## src/rtl/max_pool_pkg.sv

```systemverilog
`default_nettype none
// ============================================================================
// Module      : max_pool_pkg
// Description : Shared types and helpers for the max_pool_3 sequencer:
//               FSM state encoding, word size, signed data type and the
//               byte-address helper used by source and destination paths.
// Revision    : 1.0 - initial release
// ============================================================================
package max_pool_pkg;

  localparam int          POOL_DATA_W = 32;
  localparam logic [31:0] WORD_BYTES  = 32'd4;

  typedef enum logic [2:0] {
    IDLE = 3'd0,
    RD   = 3'd1,
    WAIT = 3'd2,
    WR   = 3'd3,
    DONE = 3'd4
  } state_e;

  typedef logic signed [POOL_DATA_W-1:0] data_t;

  // Word index -> byte address relative to a base.
  function automatic logic [31:0] byte_addr(input logic [31:0] base,
                                            input logic [31:0] word_idx);
    return base + word_idx * WORD_BYTES;
  endfunction

endpackage
`default_nettype wire

```

## src/rtl/max_pool_3_ctrl_window_max.sv

```systemverilog
`default_nettype none
// ============================================================================
// Module      : pool_window_max
// Description : Signed running-max accumulator for one 2x2 pooling window.
//               load   : din replaces the accumulator (first window element)
//               update : din replaces the accumulator only if strictly greater
//               max    : current accumulator value
// Ports       : clk, rst (async, active-high), load, update, din -> max
// Revision    : 1.0 - initial release
// ============================================================================
module pool_window_max #(
  parameter int DATA_W = 32
) (
  input  logic                     clk,
  input  logic                     rst,
  input  logic                     load,
  input  logic                     update,
  input  logic signed [DATA_W-1:0] din,
  output logic signed [DATA_W-1:0] max
);

  logic signed [DATA_W-1:0] max_q, max_d;

  // Ties keep the stored value: strictly-greater compare only.
  always_comb begin
    max_d = max_q;
    if (load)
      max_d = din;
    else if (update && (din > max_q))
      max_d = din;
  end

  always_ff @(posedge clk or posedge rst) begin
    if (rst)
      max_q <= '0;
    else
      max_q <= max_d;
  end

  assign max = max_q;

endmodule
`default_nettype wire

```

## src/rtl/max_pool_3_ctrl.sv

```systemverilog
`default_nettype none
// ============================================================================
// Module      : max_pool_3_ctrl
// Description : 2x2 stride-2 signed max-pooling sequencer. Reads a
//               channel-major feature map from a source BRAM, reduces each
//               window with pool_window_max and writes the result to BRAM
//               port A. Six cycles per output: RD x4, WAIT, WR.
// Ports       : clk, rst (async, active-high)
//               start -> busy, done          scheduler handshake
//               src_addr/src_en, src_dout    source read port (1-cycle latency)
//               dst_addr/dst_din/dst_en/dst_we  destination write port
// Options     : MAX_POOL_3_RELU_EN - when defined, negative window maxima are
//               written as 0 (fused ReLU). Latency is unchanged.
// Revision    : 1.0 - initial release
// ============================================================================
module max_pool_3_ctrl
  import max_pool_pkg::*;
#(
  parameter int          IN_H     = 8,
  parameter int          IN_W     = 8,
  parameter int          CHANNELS = 16,
  parameter int          DATA_W   = 32,
  parameter logic [31:0] SRC_BASE = 32'h0,
  parameter logic [31:0] DST_BASE = 32'h0
) (
  input  logic              clk,
  input  logic              rst,
  input  logic              start,
  output logic              busy,
  output logic              done,
  output logic [31:0]       src_addr,
  output logic              src_en,
  input  logic [DATA_W-1:0] src_dout,
  output logic [31:0]       dst_addr,
  output logic [DATA_W-1:0] dst_din,
  output logic              dst_en,
  output logic [3:0]        dst_we
);

  localparam logic [31:0] OUT_H_L     = 32'(IN_H / 2);
  localparam logic [31:0] OUT_W_L     = 32'(IN_W / 2);
  localparam logic [31:0] IN_W_L      = 32'(IN_W);
  localparam logic [31:0] CH_L        = 32'(CHANNELS);
  localparam logic [31:0] PLANE_IN_L  = 32'(IN_H * IN_W);
  localparam logic [31:0] PLANE_OUT_L = 32'((IN_H / 2) * (IN_W / 2));

  state_e                   state_q, state_d;
  logic [31:0]              c_q, c_d, r_q, r_d, k_q, k_d;
  logic [1:0]               q_q, q_d;
  logic [31:0]              src_addr_q, src_addr_d;
  logic [31:0]              dst_addr_q, dst_addr_d;
  logic [DATA_W-1:0]        dst_din_q, dst_din_d;
  logic                     rd_vld_q, rd_vld_d;
  logic [1:0]               rd_idx_q, rd_idx_d;
  logic                     last_out;
  logic                     acc_load, acc_update;
  logic signed [DATA_W-1:0] win_max;
  logic signed [DATA_W-1:0] wr_data;

  assign last_out = (k_q == OUT_W_L - 32'd1) &&
                    (r_q == OUT_H_L - 32'd1) &&
                    (c_q == CH_L    - 32'd1);

  // --------------------------------------------------------------------------
  // Next-state and loop counters (k inner, then r, then c)
  // --------------------------------------------------------------------------
  always_comb begin
    state_d = state_q;
    c_d     = c_q;
    r_d     = r_q;
    k_d     = k_q;
    q_d     = q_q;
    unique case (state_q)
      IDLE: begin
        if (start) begin
          state_d = RD;
          c_d     = '0;
          r_d     = '0;
          k_d     = '0;
          q_d     = '0;
        end
      end
      RD: begin
        q_d = q_q + 2'd1;
        if (q_q == 2'd3)
          state_d = WAIT;
      end
      WAIT: state_d = WR;
      WR: begin
        if (last_out) begin
          state_d = DONE;
        end else begin
          state_d = RD;
          q_d     = '0;
          if (k_q == OUT_W_L - 32'd1) begin
            k_d = '0;
            if (r_q == OUT_H_L - 32'd1) begin
              r_d = '0;
              c_d = c_q + 32'd1;
            end else begin
              r_d = r_q + 32'd1;
            end
          end else begin
            k_d = k_q + 32'd1;
          end
        end
      end
      DONE:    state_d = IDLE;
      default: state_d = IDLE;
    endcase
  end

  // --------------------------------------------------------------------------
  // Address generation. Addresses are registered from the next-cycle counters
  // so they line up with the enable and hold once the enable drops.
  // q[1] selects the window row, q[0] the window column.
  // --------------------------------------------------------------------------
  always_comb begin
    src_addr_d = src_addr_q;
    dst_addr_d = dst_addr_q;
    if (state_d == RD)
      src_addr_d = byte_addr(SRC_BASE,
                             c_d * PLANE_IN_L +
                             (32'd2 * r_d + 32'(q_d[1])) * IN_W_L +
                             32'd2 * k_d + 32'(q_d[0]));
    if (state_d == WR)
      dst_addr_d = byte_addr(DST_BASE, c_q * PLANE_OUT_L + r_q * OUT_W_L + k_q);
  end

  // --------------------------------------------------------------------------
  // Read-data alignment: src_dout carries the word requested one cycle
  // earlier, so the read phase index is delayed by one cycle.
  // --------------------------------------------------------------------------
  always_comb begin
    rd_vld_d = (state_q == RD);
    rd_idx_d = q_q;
  end

  assign acc_load   = rd_vld_q && (rd_idx_q == 2'd0);
  assign acc_update = rd_vld_q && (rd_idx_q != 2'd0);

  pool_window_max #(
    .DATA_W (DATA_W)
  ) u_window_max (
    .clk    (clk),
    .rst    (rst),
    .load   (acc_load),
    .update (acc_update),
    .din    ($signed(src_dout)),
    .max    (win_max)
  );

`ifdef MAX_POOL_3_RELU_EN
  assign wr_data = win_max[DATA_W-1] ? '0 : win_max;
`else
  assign wr_data = win_max;
`endif

  // The last window word is only absorbed at the WAIT->WR edge, so the write
  // data is taken straight from the accumulator during WR and captured for
  // holding afterwards.
  assign dst_din   = (state_q == WR) ? wr_data : dst_din_q;
  assign dst_din_d = dst_din;

  // --------------------------------------------------------------------------
  // Control outputs decode the state register so that an asynchronous reset
  // drops them immediately.
  // --------------------------------------------------------------------------
  assign busy     = (state_q == RD) || (state_q == WAIT) || (state_q == WR);
  assign done     = (state_q == DONE);
  assign src_en   = (state_q == RD);
  assign dst_en   = (state_q == WR);
  assign dst_we   = (state_q == WR) ? 4'hF : 4'h0;
  assign src_addr = src_addr_q;
  assign dst_addr = dst_addr_q;

  always_ff @(posedge clk or posedge rst) begin
    if (rst) begin
      state_q    <= IDLE;
      c_q        <= '0;
      r_q        <= '0;
      k_q        <= '0;
      q_q        <= '0;
      src_addr_q <= '0;
      dst_addr_q <= '0;
      dst_din_q  <= '0;
      rd_vld_q   <= 1'b0;
      rd_idx_q   <= '0;
    end else begin
      state_q    <= state_d;
      c_q        <= c_d;
      r_q        <= r_d;
      k_q        <= k_d;
      q_q        <= q_d;
      src_addr_q <= src_addr_d;
      dst_addr_q <= dst_addr_d;
      dst_din_q  <= dst_din_d;
      rd_vld_q   <= rd_vld_d;
      rd_idx_q   <= rd_idx_d;
    end
  end

endmodule
`default_nettype wire

```

## config.mk

```make
export PLATFORM = sky130hd
export DESIGN_NAME = max_pool_3_ctrl
export DESIGN_NICKNAME = d
export VERILOG_FILES = /design/src/rtl/max_pool_pkg.sv /design/src/rtl/max_pool_3_ctrl_window_max.sv /design/src/rtl/max_pool_3_ctrl.sv
export SDC_FILE = /design/constraint.sdc
export NUM_CORES = 1
export LEC_CHECK = 0
export CORE_MARGIN = 1.5
export CORE_UTILIZATION = 55
export CTS_CLUSTER_SIZE = 16
export DETAILED_ROUTE_END_ITERATION = 8
export HOLD_SLACK_MARGIN = 0.12
export PLACE_DENSITY_LB_ADDON = 0.2
export SLEW_MARGIN = 20
export SYNTH_ARGS = -nofsm -noshare
export SYNTH_HDL_FRONTEND = slang
export SYNTH_HIERARCHICAL = 1
export SYNTH_SLANG_ARGS = --single-unit
export TNS_END_PERCENT = 30
```

## constraint.sdc

```tcl
create_clock -name clk -period 14.2 [get_ports clk]
set_input_delay 2.84 -clock clk [delete_from_list [all_inputs] [get_ports clk]]
set_output_delay 2.84 -clock clk [all_outputs]
set_load 0.03 [all_outputs]
```

==> results.py <==
metrics = {
    "yosys": {
        "synthArstFlopShare_pct": 100.0,
        "ys_types": 73,
        "ys_warn_count": 6,
        "ys_seq_area_share_pct": 37.19,
        "synth_edf_count": 0,
        "ys_ff_latch": 228,
        "synth_area_per_cell_um2": 8.971,
        "syn_area_mm2": 0.01534,
        "ys.flop_type": "dfrtp_1",
        "synth_cells": 1710,
    },
    "grt": {
        "grt_max_degree": 124,
        "overflow": 0,
        "grt_use_total_pct": 31.13,
        "antenna_found_initial": 0,
        "grt_pass1_vias": 12849,
        "grt_pass1_wl_um": 70180,
    },
    "placement": {
        "hpwl_um": 32510,
        "io_buffer_count": 134,
        "place_congestion": 1.009,
        "place_ws_ns": 6.111,
    },
    "cts": {
        "path_clk_slew_ns": 0.06,
        "cts_buffers": 26,
        "htree_num_levels": 1,
        "root_buffer": "clkbuf_16",
        "cts_num_sinks": 228,
        "cts.path.max_buffers": 3,
        "cts_setup_buffers": 0,
        "holdBufCountCts": 0,
        "ctsResizeCount": 0,
        "clk_latency_ns": 0.55,
        "cts_tree": "done",
    },
    "die": {
        "fp.dieArea_mm2": 0.02890,
        "num_io_pins": 139,
        "fp.dieH_um": 170.0,
        "row_count": 60,
        "initial_core_util_pct": 56.45,
        "core-area_mm2": 0.02718,
        "die_w_um": 170.0,
    },
    "timing": {
        "finalCritPeriodShare_pct": 53.46,
        "finalWorstSetupSlack_ns": 6.609,
        "setup_viol": 0,
        "tns_ns": 0,
        "skew_ns": 0.02415,
        "worstMarginPinSlew_ns": 1.246,
        "report.final.slew_viol_count": 0,
        "fin_crit_ns": 7.591,
        "hold_viol_final": 0,
        "relSlewSlack_pct": 14.76,
        "rsz0062_at_grt": "no",
        "fmax_mhz": 131.7,
        "worst_hold_slack_ns": 0.4111,
    },
    "route": {
        "via_per_inst": 5.993,
        "drt_wl_total_um": 43570,
        "drc": 0,
        "drt_iter0_drc": 1278,
        "wl_per_cell_um": 19.69,
        "ant_nets": 0,
        "firstDrtPassIters": 6,
        "route.vias.total": 13263,
    },
    "final_layout": {
        "drive_above_1_share_pct": 6.681,
        "diodes": 0,
        "mostFrequentLayoutCell": "nand2_1",
        "fin_nets": 1998,
        "regArea_mm2": 0.005705,
        "syn2layout_area_growth_pct": 16.52,
        "mostFrequentLayoutCells": "nand2_1, dfrtp_1, inv_1",
        "multiInputGateArea_mm2": 0.008777,
        "fill_cells": 2278,
    },
    "power_and_ir_drop": {
        "ir_worst_vdd_mv": 0.1718,
        "leakagePower_nw": 8.644,
        "power.density_mw_per_mm2": 172.0,
    },
    "critical_path": {
        "cp-start-kind": "input pin",
        "crit_required_ns": 14.63,
        "path_max_fanout": 27,
        "crit_buf_inv": 2,
        "critPathKind": "input pin to flip-flop",
        "crit_family": "compound AO/OA/AOI/OAI gates",
        "critPathMaxStageDelay_ns": 0.52,
        "endpoint_kind": "flip-flop",
        "slowest_stage": "fa_1",
        "worstPathArrival_ns": 8.02,
        "crit_chain": "clkdlybuf4s50_1, nor3b_1, o21ai_1, buf_4, nor2_1, nand2_1, nand2_1, o21ai_0, fa_1, ha_1, a211oi_1, o21ai_0, a31o_2, a41oi_1, a211oi_1, nor2b_1, o211ai_1, nor3b_1, o31ai_2",
    },
    "flow_run": {
        "cap_violations": 0,
    },
    "worst_hold_path": {
        "hp-class": "flip-flop to flip-flop",
    },
    "run_status": {
        "status": "completed",
    },
}
==> metal layers <==
| metal | wire, µm | global-route usage, % | share of wire [%] | vias to the layer above |
|---|---|---|---|---|
| met2 | 18710 | 46.28 | 43 | 587 |
| met3 | 4305 | 6.302 | 9.9 | 83 |
| met4 | 1253 | 9.696 | 2.9 | 0 |
| met5 | 0 | 0 | 0 | - |
| met1 | 19300 | 45.66 | 44 | 6406 |
| li1 | - | - | - | 6187 |
==> worst reg2reg max path, stage by stage (launching register included) <==
cell	delay, ns
dfrtp_1	0.40
ha_1	0.29
nor4b_2	0.31
nand4_1	0.32
nor4_4	0.56
nand3_1	0.39
o21ai_2	0.91
o21ai_0	0.22
o41ai_1	0.16
inv_1	0.13
fa_1	0.51
inv_1	0.05
ha_1	0.33
o21ai_0	0.21
nor2_1	0.10
a31o_2	0.23
a41oi_1	0.48
a211oi_1	0.16
nor2b_1	0.24
o211ai_1	0.16
nor3b_1	0.17
o31ai_2	0.23
==> flip-flops by register name, indices dropped and copies added (netlist names) <==
name / flops
c_q: 32
dst_din_q: 32
k_q: 32
r_q: 32
u_window_max/max: 32
dst_addr: 30
src_addr: 30
state_q: 3
q_q: 2
rd_idx_q: 2
rd_vld_q: 1
==> power breakdown <==
part	leakage [nW]	switching [W]	internal [W]
logic	5.17	0.000867	0.000574
clock network	0.447	0.000277	0.000430
registers	3.03	0.000116	0.000811
total	8.64	0.00126	0.00181
==> cell usage after synthesis, types with 4 or more instances <==
cell type	n	area share, %
nor3b_1	8	0.39
a31oi_1	14	0.57
nand2b_1	8	0.33
o31a_1	31	1.8
a22o_1	6	0.34
or2_2	8	0.33
a21boi_0	4	0.20
o21a_1	10	0.49
dfrtp_1	228	37
nor2b_1	9	0.37
xor2_1	28	1.6
and4_1	8	0.46
nor4b_1	4	0.23
buf_4	8	0.39
or3_1	8	0.33
a211o_1	5	0.29
and2_1	15	0.61
a211oi_1	9	0.44
and3_1	30	1.2
a41oi_1	4	0.23
a21o_1	25	1.2
xnor2_1	26	1.5
clkbuf_1	41	1.0
nand2_1	283	6.9
nand4_1	38	1.5
fa_1	50	6.5
inv_1	155	3.8
o211ai_1	13	0.64
buf_2	8	0.26
o31ai_1	24	1.2
nand3_1	52	1.7
a21oi_1	72	2.3
mux2_2	11	0.81
buf_1	6	0.15
nor4_1	22	0.90
ha_1	92	7.5
mux2_4	30	2.9
o21ai_0	150	4.9
nor2_1	81	2.0
nor3_1	29	0.95
o21bai_1	11	0.54
==> logic make-up (layout without fill, tap and decap cells) <==
logic type / count (synthesis) / in the layout / synth area share [%]
mux: 42 / 42 / 3.809
buf+inv: 221 / 349 / 5.815
flops: 228 / 228 / 37.19
simple gates: 617 / 617 / 19.21
xor+xnor: 55 / 55 / 3.238
fa+ha+maj: 142 / 142 / 14.03
compound gates: 404 / 404 / 16.69
other cells: 1 / 4 / 0.02444
==> metrics by stage <==
step	instances	total power (W)	instance area (µm²)	utilization, %
6_report	2213	0.003075	17870	65.77
5_1_grt	2213	0.003249	17870	65.77
4_1_cts	2213	0.003080	17870	65.77
3_5_place_dp	2165	0.002367	16970	62.44
3_3_place_gp	2165	0.002337	16970	62.44
2_1_floorplan	1713	0.001907	15350	-
==> path summary, 6_finish.rpt <==
| path | end | slack [ns] | start | depth (start not counted) |
|---|---|---|---|---|
| min in group asynchronous | u_window_max/max[11] | 2.88 | rst | 3 |
| max in group asynchronous | k_q[22] | 9.73 | rst | 3 |
| worst max-delay path | src_addr[31] | 6.61 | start | 19 |
| worst min register to register | rd_idx_q[1] | 0.41 | q_q[1] | 0 |
| worst min-delay path | rd_idx_q[1] | 0.41 | q_q[1] | 0 |
| worst max register to register | src_addr[31] | 7.53 | k_q[0] | 21 |
==> cell type report <==
| type | instances | share of cell area (%) |
|---|---|---|
| Multi-Input combinational cell | 1264 | 49.10 |
| Sequential cell | 228 | 31.92 |
| Timing Repair Buffer | 146 | 8.008 |
| Clock buffer | 41 | 4.578 |
| Inverter | 155 | 3.297 |
| Tap cell | 372 | 2.604 |
| Clock inverter | 7 | 0.4900 |
Note: power is estimated with default switching activity, not from simulation.
